==> config.mk <==
export PLATFORM = sky130hd
export DESIGN_NAME = i2c_sonar_responder
export DESIGN_NICKNAME = d
export VERILOG_FILES = /design/src/rtl/i2c_sonar_responder.sv
export SDC_FILE = /design/constraint.sdc
export NUM_CORES = 1
export LEC_CHECK = 0
export BUFFER_PORTS_ARGS = -buffer_cell sky130_fd_sc_hd__buf_2
export CAP_MARGIN = 0
export CORE_UTILIZATION = 40
export CTS_BUF_LIST = sky130_fd_sc_hd__clkbuf_8
export CTS_CLUSTER_DIAMETER = 60
export DETAILED_ROUTE_END_ITERATION = 12
export PLACE_DENSITY = 0.59
export RECOVER_POWER = 100
export REMOVE_ABC_BUFFERS = 1
export SLEW_MARGIN = 20
export SYNTH_ARGS = -nofsm -noshare
export SYNTH_HDL_FRONTEND = slang
export SYNTH_SLANG_ARGS = --single-unit
==> constraint.sdc <==
create_clock -name clk -period 4.5 [get_ports clk]
set_input_delay 0.9 -clock clk [delete_from_list [all_inputs] [get_ports clk]]
set_output_delay 0.9 -clock clk [all_outputs]
set_load 0.005 [all_outputs]
==> src/rtl/i2c_sonar_responder.sv <==
// I2C target emulating an SRF-style ultrasonic ranger.
// SCL/SDA are oversampled by clk. START/STOP are decoded from the
// synchronized lines and take priority over bit events. sda_oe only
// changes on a detected SCL fall, so SDA never moves while SCL is high.
module i2c_sonar_responder #(
  parameter logic [6:0] DEV_ADDR     = 7'h70,
  parameter int         RANGE_CYCLES = 20,
  parameter logic [7:0] FW_REV       = 8'h06
)(
  input  logic        clk,
  input  logic        reset,
  input  logic        scl_in,
  input  logic        sda_in,
  output logic        sda_oe,
  input  logic [15:0] range_value,
  output logic        busy,
  output logic        cmd_strobe,
  output logic [7:0]  reg_ptr
);

  localparam int CW = (RANGE_CYCLES < 2) ? 1 : $clog2(RANGE_CYCLES + 1);

  typedef enum logic [2:0] {
    S_IDLE, S_ADDR, S_ADDR_ACK, S_WR_BYTE, S_WR_ACK, S_RD_BYTE, S_RD_ACK, S_IGNORE
  } state_t;

  state_t        r_state, w_state_n;
  logic          r_scl_s1, r_scl_s2, r_scl_h;
  logic          r_sda_s1, r_sda_s2, r_sda_h;
  logic [3:0]    r_bitcnt, w_bitcnt_n;
  logic [7:0]    r_sh, w_sh_n;
  logic          r_oe, w_oe_n;
  logic          r_first, w_first_n;
  logic          r_rw, w_rw_n;
  logic [7:0]    r_ptr, w_ptr_n;
  logic          w_cmd_go;
  logic          r_strobe, r_busy;
  logic [CW-1:0] r_cnt;
  logic [15:0]   r_range;
  logic [7:0]    w_rd_data;
  logic          w_scl_rise, w_scl_fall, w_start, w_stop, w_is_cmd;

  // Two-flop synchronizers plus one history flop per line; idle bus is high.
  always_ff @(posedge clk or posedge reset) begin
    if (reset) begin
      r_scl_s1 <= 1'b1; r_scl_s2 <= 1'b1; r_scl_h <= 1'b1;
      r_sda_s1 <= 1'b1; r_sda_s2 <= 1'b1; r_sda_h <= 1'b1;
    end else begin
      r_scl_s1 <= scl_in;   r_scl_s2 <= r_scl_s1; r_scl_h <= r_scl_s2;
      r_sda_s1 <= sda_in;   r_sda_s2 <= r_sda_s1; r_sda_h <= r_sda_s2;
    end
  end

  assign w_scl_rise = r_scl_s2 & ~r_scl_h;
  assign w_scl_fall = ~r_scl_s2 & r_scl_h;
  assign w_start    = r_scl_s2 & r_scl_h & r_sda_h & ~r_sda_s2;
  assign w_stop     = r_scl_s2 & r_scl_h & ~r_sda_h & r_sda_s2;
  assign w_is_cmd   = (r_sh == 8'h50) || (r_sh == 8'h51) || (r_sh == 8'h52);

  // Read map addressed by the current pointer.
  always_comb begin
    w_rd_data = 8'h00;
    case (r_ptr)
      8'h00:   w_rd_data = FW_REV;
      8'h01:   w_rd_data = 8'h80;
      8'h02:   w_rd_data = r_range[15:8];
      8'h03:   w_rd_data = r_range[7:0];
      default: w_rd_data = 8'h00;
    endcase
  end

  // Next-state and datapath update for the bus protocol FSM.
  always_comb begin
    w_state_n  = r_state;
    w_bitcnt_n = r_bitcnt;
    w_sh_n     = r_sh;
    w_oe_n     = r_oe;
    w_first_n  = r_first;
    w_rw_n     = r_rw;
    w_ptr_n    = r_ptr;
    w_cmd_go   = 1'b0;
    if (w_stop) begin
      w_state_n = S_IDLE;
      w_oe_n    = 1'b0;
    end else if (w_start) begin
      w_state_n  = S_ADDR;
      w_oe_n     = 1'b0;
      w_bitcnt_n = 4'd0;
      w_first_n  = 1'b1;
    end else begin
      case (r_state)
        S_ADDR: begin
          if (w_scl_rise) begin
            w_sh_n     = {r_sh[6:0], r_sda_s2};
            w_bitcnt_n = r_bitcnt + 4'd1;
          end else if (w_scl_fall && r_bitcnt == 4'd8) begin
            w_bitcnt_n = 4'd0;
            if (r_sh[7:1] == DEV_ADDR && !r_busy) begin
              w_state_n = S_ADDR_ACK;
              w_oe_n    = 1'b1;
              w_rw_n    = r_sh[0];
            end else begin
              w_state_n = S_IGNORE;
            end
          end
        end
        S_ADDR_ACK: begin
          if (w_scl_fall) begin
            w_bitcnt_n = 4'd0;
            if (r_rw) begin
              // First read bit goes out on the fall that ends the ACK.
              w_state_n = S_RD_BYTE;
              w_sh_n    = {w_rd_data[6:0], 1'b0};
              w_oe_n    = ~w_rd_data[7];
            end else begin
              w_state_n = S_WR_BYTE;
              w_oe_n    = 1'b0;
            end
          end
        end
        S_WR_BYTE: begin
          if (w_scl_rise) begin
            w_sh_n     = {r_sh[6:0], r_sda_s2};
            w_bitcnt_n = r_bitcnt + 4'd1;
          end else if (w_scl_fall && r_bitcnt == 4'd8) begin
            w_state_n  = S_WR_ACK;
            w_oe_n     = 1'b1;
            w_bitcnt_n = 4'd0;
            if (r_first) begin
              w_ptr_n   = r_sh;
              w_first_n = 1'b0;
            end else begin
              w_cmd_go = (r_ptr == 8'h00) && w_is_cmd;
              w_ptr_n  = r_ptr + 8'd1;
            end
          end
        end
        S_WR_ACK: begin
          if (w_scl_fall) begin
            w_state_n = S_WR_BYTE;
            w_oe_n    = 1'b0;
          end
        end
        S_RD_BYTE: begin
          if (w_scl_rise) begin
            w_bitcnt_n = r_bitcnt + 4'd1;
          end else if (w_scl_fall) begin
            if (r_bitcnt == 4'd8) begin
              w_state_n  = S_RD_ACK;
              w_oe_n     = 1'b0;
              w_bitcnt_n = 4'd0;
            end else begin
              w_oe_n = ~r_sh[7];
              w_sh_n = {r_sh[6:0], 1'b0};
            end
          end
        end
        S_RD_ACK: begin
          // bitcnt==1 marks "master ACKed, reload on the next fall".
          if (w_scl_rise) begin
            w_ptr_n = r_ptr + 8'd1;
            if (r_sda_s2) w_state_n = S_IGNORE;
            else          w_bitcnt_n = 4'd1;
          end else if (w_scl_fall && r_bitcnt == 4'd1) begin
            w_state_n  = S_RD_BYTE;
            w_bitcnt_n = 4'd0;
            w_sh_n     = {w_rd_data[6:0], 1'b0};
            w_oe_n     = ~w_rd_data[7];
          end
        end
        default: w_oe_n = 1'b0;
      endcase
    end
  end

  // FSM state register.
  always_ff @(posedge clk or posedge reset) begin
    if (reset) r_state <= S_IDLE;
    else       r_state <= w_state_n;
  end

  // Protocol datapath registers.
  always_ff @(posedge clk or posedge reset) begin
    if (reset) begin
      r_bitcnt <= 4'd0;
      r_sh     <= 8'h00;
      r_oe     <= 1'b0;
      r_first  <= 1'b0;
      r_rw     <= 1'b0;
      r_ptr    <= 8'h00;
    end else begin
      r_bitcnt <= w_bitcnt_n;
      r_sh     <= w_sh_n;
      r_oe     <= w_oe_n;
      r_first  <= w_first_n;
      r_rw     <= w_rw_n;
      r_ptr    <= w_ptr_n;
    end
  end

  // Ranging timer: busy for exactly RANGE_CYCLES clocks, range captured as it ends.
  always_ff @(posedge clk or posedge reset) begin
    if (reset) begin
      r_strobe <= 1'b0;
      r_busy   <= 1'b0;
      r_cnt    <= '0;
      r_range  <= 16'h0000;
    end else begin
      r_strobe <= w_cmd_go;
      if (w_cmd_go) begin
        r_busy <= 1'b1;
        r_cnt  <= CW'(RANGE_CYCLES);
      end else if (r_busy) begin
        r_cnt <= r_cnt - CW'(1);
        if (r_cnt == CW'(1)) begin
          r_busy  <= 1'b0;
          r_range <= range_value;
        end
      end
    end
  end

  assign sda_oe     = r_oe;
  assign busy       = r_busy;
  assign cmd_strobe = r_strobe;
  assign reg_ptr    = r_ptr;

endmodule

==> flow_summary.yaml, run 1 <==
finish:
  multi_input_area_um2: 1770
  ff_latch_area_um2: 1384
  syn2layout_area_growth_pct: 7.509
  fillers: 811
  design_area_um2: 3618
  drive_gt1_share_pct: 17.60
  fin_nets: 389
  num_antenna_cells: 0
timing:
  rsz0062_at_grt: "false"
  setup_viol_count_final: 0
  maxSlewHeadroom_pct: -15.62
  drv_slew: 9
  fin_skew_ps: 15.49
  tns_ps: 0
  timing.final.hold_violations: 0
  fin_crit_sh_pct: 74.65
  max_freq_ghz: 0.2977
  tightest_slew_ps: 1730
  min_period_ps: 3359
hold_path:
  hp-class: "reg -> reg"
  holdPathStages: 0
  worstHoldStart: "r_sda_s1$_DFF_PP1_"
  min_to: "r_sda_s2$_DFF_PP1_"
cts:
  cts_tree: "yes"
  cts-root-buf: "clkbuf_8"
  h-tree-depth: 2
  cts_max_path_buffers: 2
  postCtsHoldBufs: 0
  clkLatencyLatePin_ps: 320
  cts_resized: 0
  postCtsSetupBuffers: 0
  cts_buffers: 5
  clock_sinks: 55
  path_clk_slew_ps: 100
global_routing:
  grt_pass1_wl_mm: 12.45
  grt_max_degree: 39
  grt_pass1_vias: 2464
  track_usage_pct: 18.09
  overflow: 0
  antenna_found_initial: 0
setup_path:
  crit_type: "reg -> reg"
  crit_path_end_kind: "register"
  r2r_setup_slack_ps: 1140
  worst-r2r-cell-count: 6
  rr_startpoint: "r_scl_h$_DFF_PP1_"
  worstPathRequired_ps: 4710
  r2r_end: "r_sh[0]$_DFFE_PP0P_"
  path_cells: "ha_1, nand4bb_1, nor3_1, o21ai_0, a2111oi_1, mux2_2"
  worstSetupStartpointType: "register"
  crit_fanout: 9
  cp.arrival_ps: 3570
  cpPeakStageDelay_ps: 1510
  slowest_stage: "a2111oi_1"
placed_design:
  place_area_um2: 3561
  gp_congestion: 0.8741
  dp_hpwl_mm: 5.346
  io_buffers: 30
floorplanning:
  start_util_pct: 41.17
  rows: 33
  fp.dieH_um: 93.73
  dieWidth_um: 93.73
  ioPinCount: 31
  die-area_um2: 8785
  fp.coreArea_um2: 8175
detailed_routing:
  vias_per_cell: 5.616
  drtIter0Drc: 121
  drtPass1Iterations: 4
  antenna_left: 0
  drc: 0
  routedWlPerCell_um: 16.05
  routed_wl_mm: 7.433
  vias: 2600
power_and_ir_drop:
  power_leakage_uw: 0.001579
  powerDensity_nw_per_um2: 510.4
  total_power_uw: 1847
  ir_worst_vdd_mv: 0.2381
synth:
  ys_top_cells_by_count: "dfrtp_1 (49), nand2_1 (30), o21ai_0 (21)"
  synth_cell_type_count: 66
  synth_ff_type: "dfrtp_1"
  synth.largest_area_cell: "dfrtp_1"
  ys_warn_count: 0
  yosysTopAreaCellShare_pct: 36.43
  synth_seq_cells: 55
  async_flop_share_pct: 100.0
  syn_inst: 335
  synth_edf_count: 0
  yosysSeqAreaShare_pct: 41.12
  netlist_area_um2: 3366
  yosysMostFrequentCell: "dfrtp_1"
  avgSynthCellArea_um2: 10.05
  synth_area_leaders: "dfrtp_1 (36%), mux2_2 (5.4%), dfstp_2 (4.7%), ha_1 (4.5%), mux2_4 (4.5%)"
run_status:
  status: "finished, violations left"
  violations: "capacitance limit, slew limit"
job:
  drv_cap: 1
==> final cells by class <==
cell class                 count  share of cell area (%)
multi-input combinational    248                   48.93
sequential                    55                   38.24
timing repair buffer          31                   4.115
tap                          105                   3.631
clock buffer                   5                   1.902
inverter                      16                   1.660
clock inverter                 3                   1.521
==> registers in the layout, summed over array words and instances, names as in the netlist <==
signal and flops:
r_first 1, cmd_strobe 1, busy 1, r_range 16
r_sda_s2 1, r_scl_s2 1, r_scl_s1 1, sda_oe 1
r_sda_h 1, r_state 3, r_scl_h 1, r_bitcnt 4
r_rw 1, r_sda_s1 1, reg_ptr 8, r_sh 8
r_cnt 5
==> metrics by stage <==
step	setup slack [ps]	hold slack [ps]	utilization, %	cells
4_1_cts	1823	371.4	45.07	463
5_1_grt	954.5	381.1	44.26	463
3_3_place_gp	1909	346.2	43.56	455
6_report	1141	376.3	44.26	463
2_1_floorplan	2129	345.2	-	319
3_5_place_dp	1816	346.8	43.56	455
==> worst max-delay path by stage <==
stage | startpoint | endpoint | slack (ps) | cells past startpoint
4_1_cts | r_scl_h$_DFF_PP1_ | r_range[1]$_DFFE_PP0P_ | 1820 | 7
5_1_grt | r_scl_h$_DFF_PP1_ | r_sh[2]$_DFFE_PP0P_ | 950 | 6
6_report | r_scl_h$_DFF_PP1_ | r_sh[0]$_DFFE_PP0P_ | 1140 | 6
2_1_floorplan | r_scl_h$_DFF_PP1_ | r_range[0]$_DFFE_PP0P_ | 2130 | 7
3_5_place_dp | r_scl_h$_DFF_PP1_ | r_range[1]$_DFFE_PP0P_ | 1820 | 7
3_3_place_gp | r_scl_h$_DFF_PP1_ | r_range[1]$_DFFE_PP0P_ | 1910 | 7
==> layout by cell type (no fill, tap or decap), types with 9 or more instances in the layout <==
cell type / n
a21oi_1: 16
nor2_1: 18
dfrtp_1: 49
inv_1: 16
nand3_1: 15
mux2_2: 16
mux2_1: 9
nand2_1: 30
o21ai_0: 22
ha_1: 12
o211ai_1: 9
buf_2: 26
==> layer usage <==
layer | GRT usage, % | share of wire, % | wire [um]
met5 | 0 | 0 | 0
met4 | 4.359 | 0.93 | 69
met3 | 2.427 | 2.6 | 193
met2 | 29.01 | 47 | 3491
met1 | 25.76 | 49 | 3678
==> kinds of logic after synthesis <==
kind of cell    synth area share (%)
simple gates                   19.22
compound gates                 18.63
flops                          41.12
buf+inv                        4.573
mux                            10.71
fa+ha+maj                      4.461
xor+xnor                       1.301
==> critical path, delay by kind of cell (launching register included) <==
| kind | cells | cell delay (ps) |
|---|---|---|
| AOI/OAI and AO/OA | 2 | 1630 |
| DFF | 1 | 550 |
| muxes | 1 | 430 |
| adders and majority gates | 1 | 330 |
| and+or+nand+nor | 2 | 310 |
==> power by group <==
group	total (uW)	internal (uW)	switching (uW)
clock network	351	172	179
registers	769	584	185
logic	727	337	391
Power figures use the tool's default switching activity.
==> run 2, diff against run 1 <==
- clock period: 4.5 -> 3.5 ns (I/O delays scaled with it)
==> flow_summary.yaml, run 2 (synthesized netlist as in run 1, its figures left out) <==
timing:
  tns_ps: 0
  max_freq_ghz: 0.3462
  timing.final.hold_violations: 0
  drv_slew: 0
  rsz0062_at_grt: "false"
  setup_viol_count_final: 0
  fin_skew_ps: 17.69
  fin_crit_sh_pct: 82.53
  maxSlewHeadroom_pct: 14.15
  tightest_slew_ps: 1276
  min_period_ps: 2888
cts:
  cts_resized: 0
  cts_buffers: 5
  h-tree-depth: 2
  path_clk_slew_ps: 110
  clock_sinks: 55
  postCtsHoldBufs: 0
  postCtsSetupBuffers: 0
  clkLatencyLatePin_ps: 330
  cts_max_path_buffers: 2
  cts_tree: "yes"
  cts-root-buf: "clkbuf_8"
hold_path:
  hp-class: "reg -> reg"
  worstHoldStart: "r_scl_s1$_DFF_PP1_"
  holdPathStages: 0
  min_to: "r_scl_s2$_DFF_PP1_"
power_and_ir_drop:
  power_leakage_uw: 0.001567
  ir_worst_vdd_mv: 0.3454
  share_comb_of_total_power_pct: 42.1
  powerDensity_nw_per_um2: 645.0
  switching_share_pct: 42.19
  seqPwrFrac_pct: 41.5
  net-switching-power_uw: 983.3
  pwr-share-clk_pct: 16.3
  intPower_uw: 1348
floorplanning:
  die-area_um2: 8785
  ioPinCount: 31
  start_util_pct: 41.17
  rows: 33
  fp.coreArea_um2: 8175
  fp.dieH_um: 93.73
  dieWidth_um: 93.73
detailed_routing:
  vias_per_cell: 5.652
  vias: 2628
  routedWlPerCell_um: 16.06
  routed_wl_mm: 7.468
  antenna_left: 0
  drtPass1Iterations: 4
  drc: 0
  drtIter0Drc: 198
setup_path:
  rr_startpoint: "r_scl_h$_DFF_PP1_"
  worstPathRequired_ps: 3720
  crit_path_end_kind: "register"
  cpPeakStageDelay_ps: 1000
  slowest_stage: "a2111oi_2"
  path_cells: "ha_1, nand4bb_1, nor3_1, o21ai_0, a2111oi_2, mux2_2"
  crit_fanout: 9
  r2r_end: "r_sh[7]$_DFFE_PP0P_"
  cp.arrival_ps: 3110
  worstSetupStartpointType: "register"
  cpLargestDelayFamily: "compound AO/OA/AOI/OAI gates"
  worst-path-buf-inv: 0
  crit_type: "reg -> reg"
  r2r_setup_slack_ps: 610
  worst-r2r-cell-count: 6
placed_design:
  gp_congestion: 0.8393
  dp_hpwl_mm: 5.462
  io_buffers: 30
  dp_cells: 457
global_routing:
  grt_max_degree: 34
  antenna_found_initial: 0
  track_usage_pct: 18.39
  overflow: 0
  grt_pass1_wl_mm: 12.58
  grt_pass1_vias: 2459
run_status:
  status: "completed"
finish:
  fin_nets: 391
  fillers: 805
  multi_input_area_um2: 1775
  fin_cells: 465
  layout_common_cells: "dfrtp_1 (49), nand2_1 (30), buf_2 (26)"
  syn2layout_area_growth_pct: 7.361
  largest_reg_flops: 16
  final_common_cell: "dfrtp_1"
  ff_latch_area_um2: 1384
  num_antenna_cells: 0
  drive_gt1_share_pct: 18.06
  regMostFlops: "r_range"
job:
  drv_cap: 0
-- run 2: how the worst max path moves through the flow --
| stage | cells after the start | slack [ps] | start | to |
|---|---|---|---|---|
| 4_1_cts | 7 | 860 | r_scl_h$_DFF_PP1_ | r_range[12]$_DFFE_PP0P_ |
| 3_5_place_dp | 7 | 850 | r_scl_h$_DFF_PP1_ | r_range[12]$_DFFE_PP0P_ |
| 6_report | 6 | 610 | r_scl_h$_DFF_PP1_ | r_sh[7]$_DFFE_PP0P_ |
| 5_1_grt | 6 | 480 | r_scl_h$_DFF_PP1_ | r_sh[2]$_DFFE_PP0P_ |
| 2_1_floorplan | 7 | 1130 | r_scl_h$_DFF_PP1_ | r_range[0]$_DFFE_PP0P_ |
| 3_3_place_gp | 7 | 900 | r_scl_h$_DFF_PP1_ | r_range[13]$_DFFE_PP0P_ |
-- run 2: final cells by class --
type	instances	share of cell area [%]
Clock inverter	3	0.9349
Sequential cell	55	38.30
Clock buffer	5	1.904
Tap cell	105	3.636
Multi-Input combinational cell	248	49.13
Timing Repair Buffer	33	4.432
Inverter	16	1.662
-- run 2: through the flow --
stage,power (uW),hold WS [ps],worst slack (ps),util (%),cell area [um^2]
2_1_floorplan,1673,345.2,1129,-,3272
3_3_place_gp,1982,345.6,904.4,43.74,3576
3_5_place_dp,1983,347.8,849.9,43.74,3576
4_1_cts,2374,363.7,861.6,45.00,3679
5_1_grt,2503,381.7,478.4,44.20,3613
6_report,2331,368.4,611.6,44.20,3613
-- run 2: metal layers --
layer  global-route usage [%]  wire length, um  up-vias
li1                         -                -     1281
met1                    26.59             3552     1279
met2                    28.77             3549       61
met3                    2.184              272        7
met4                    5.385               93        0
met5                        0                0        -
-- run 2: power by group through the flow --
stage	sequential, uW	clock [uW]	combinational, uW
2_1_floorplan	926	0	747
5_1_grt	995	420	1090
4_1_cts	966	398	1010
6_report	968	381	982
3_5_place_dp	977	0	1010
3_3_place_gp	981	0	1000
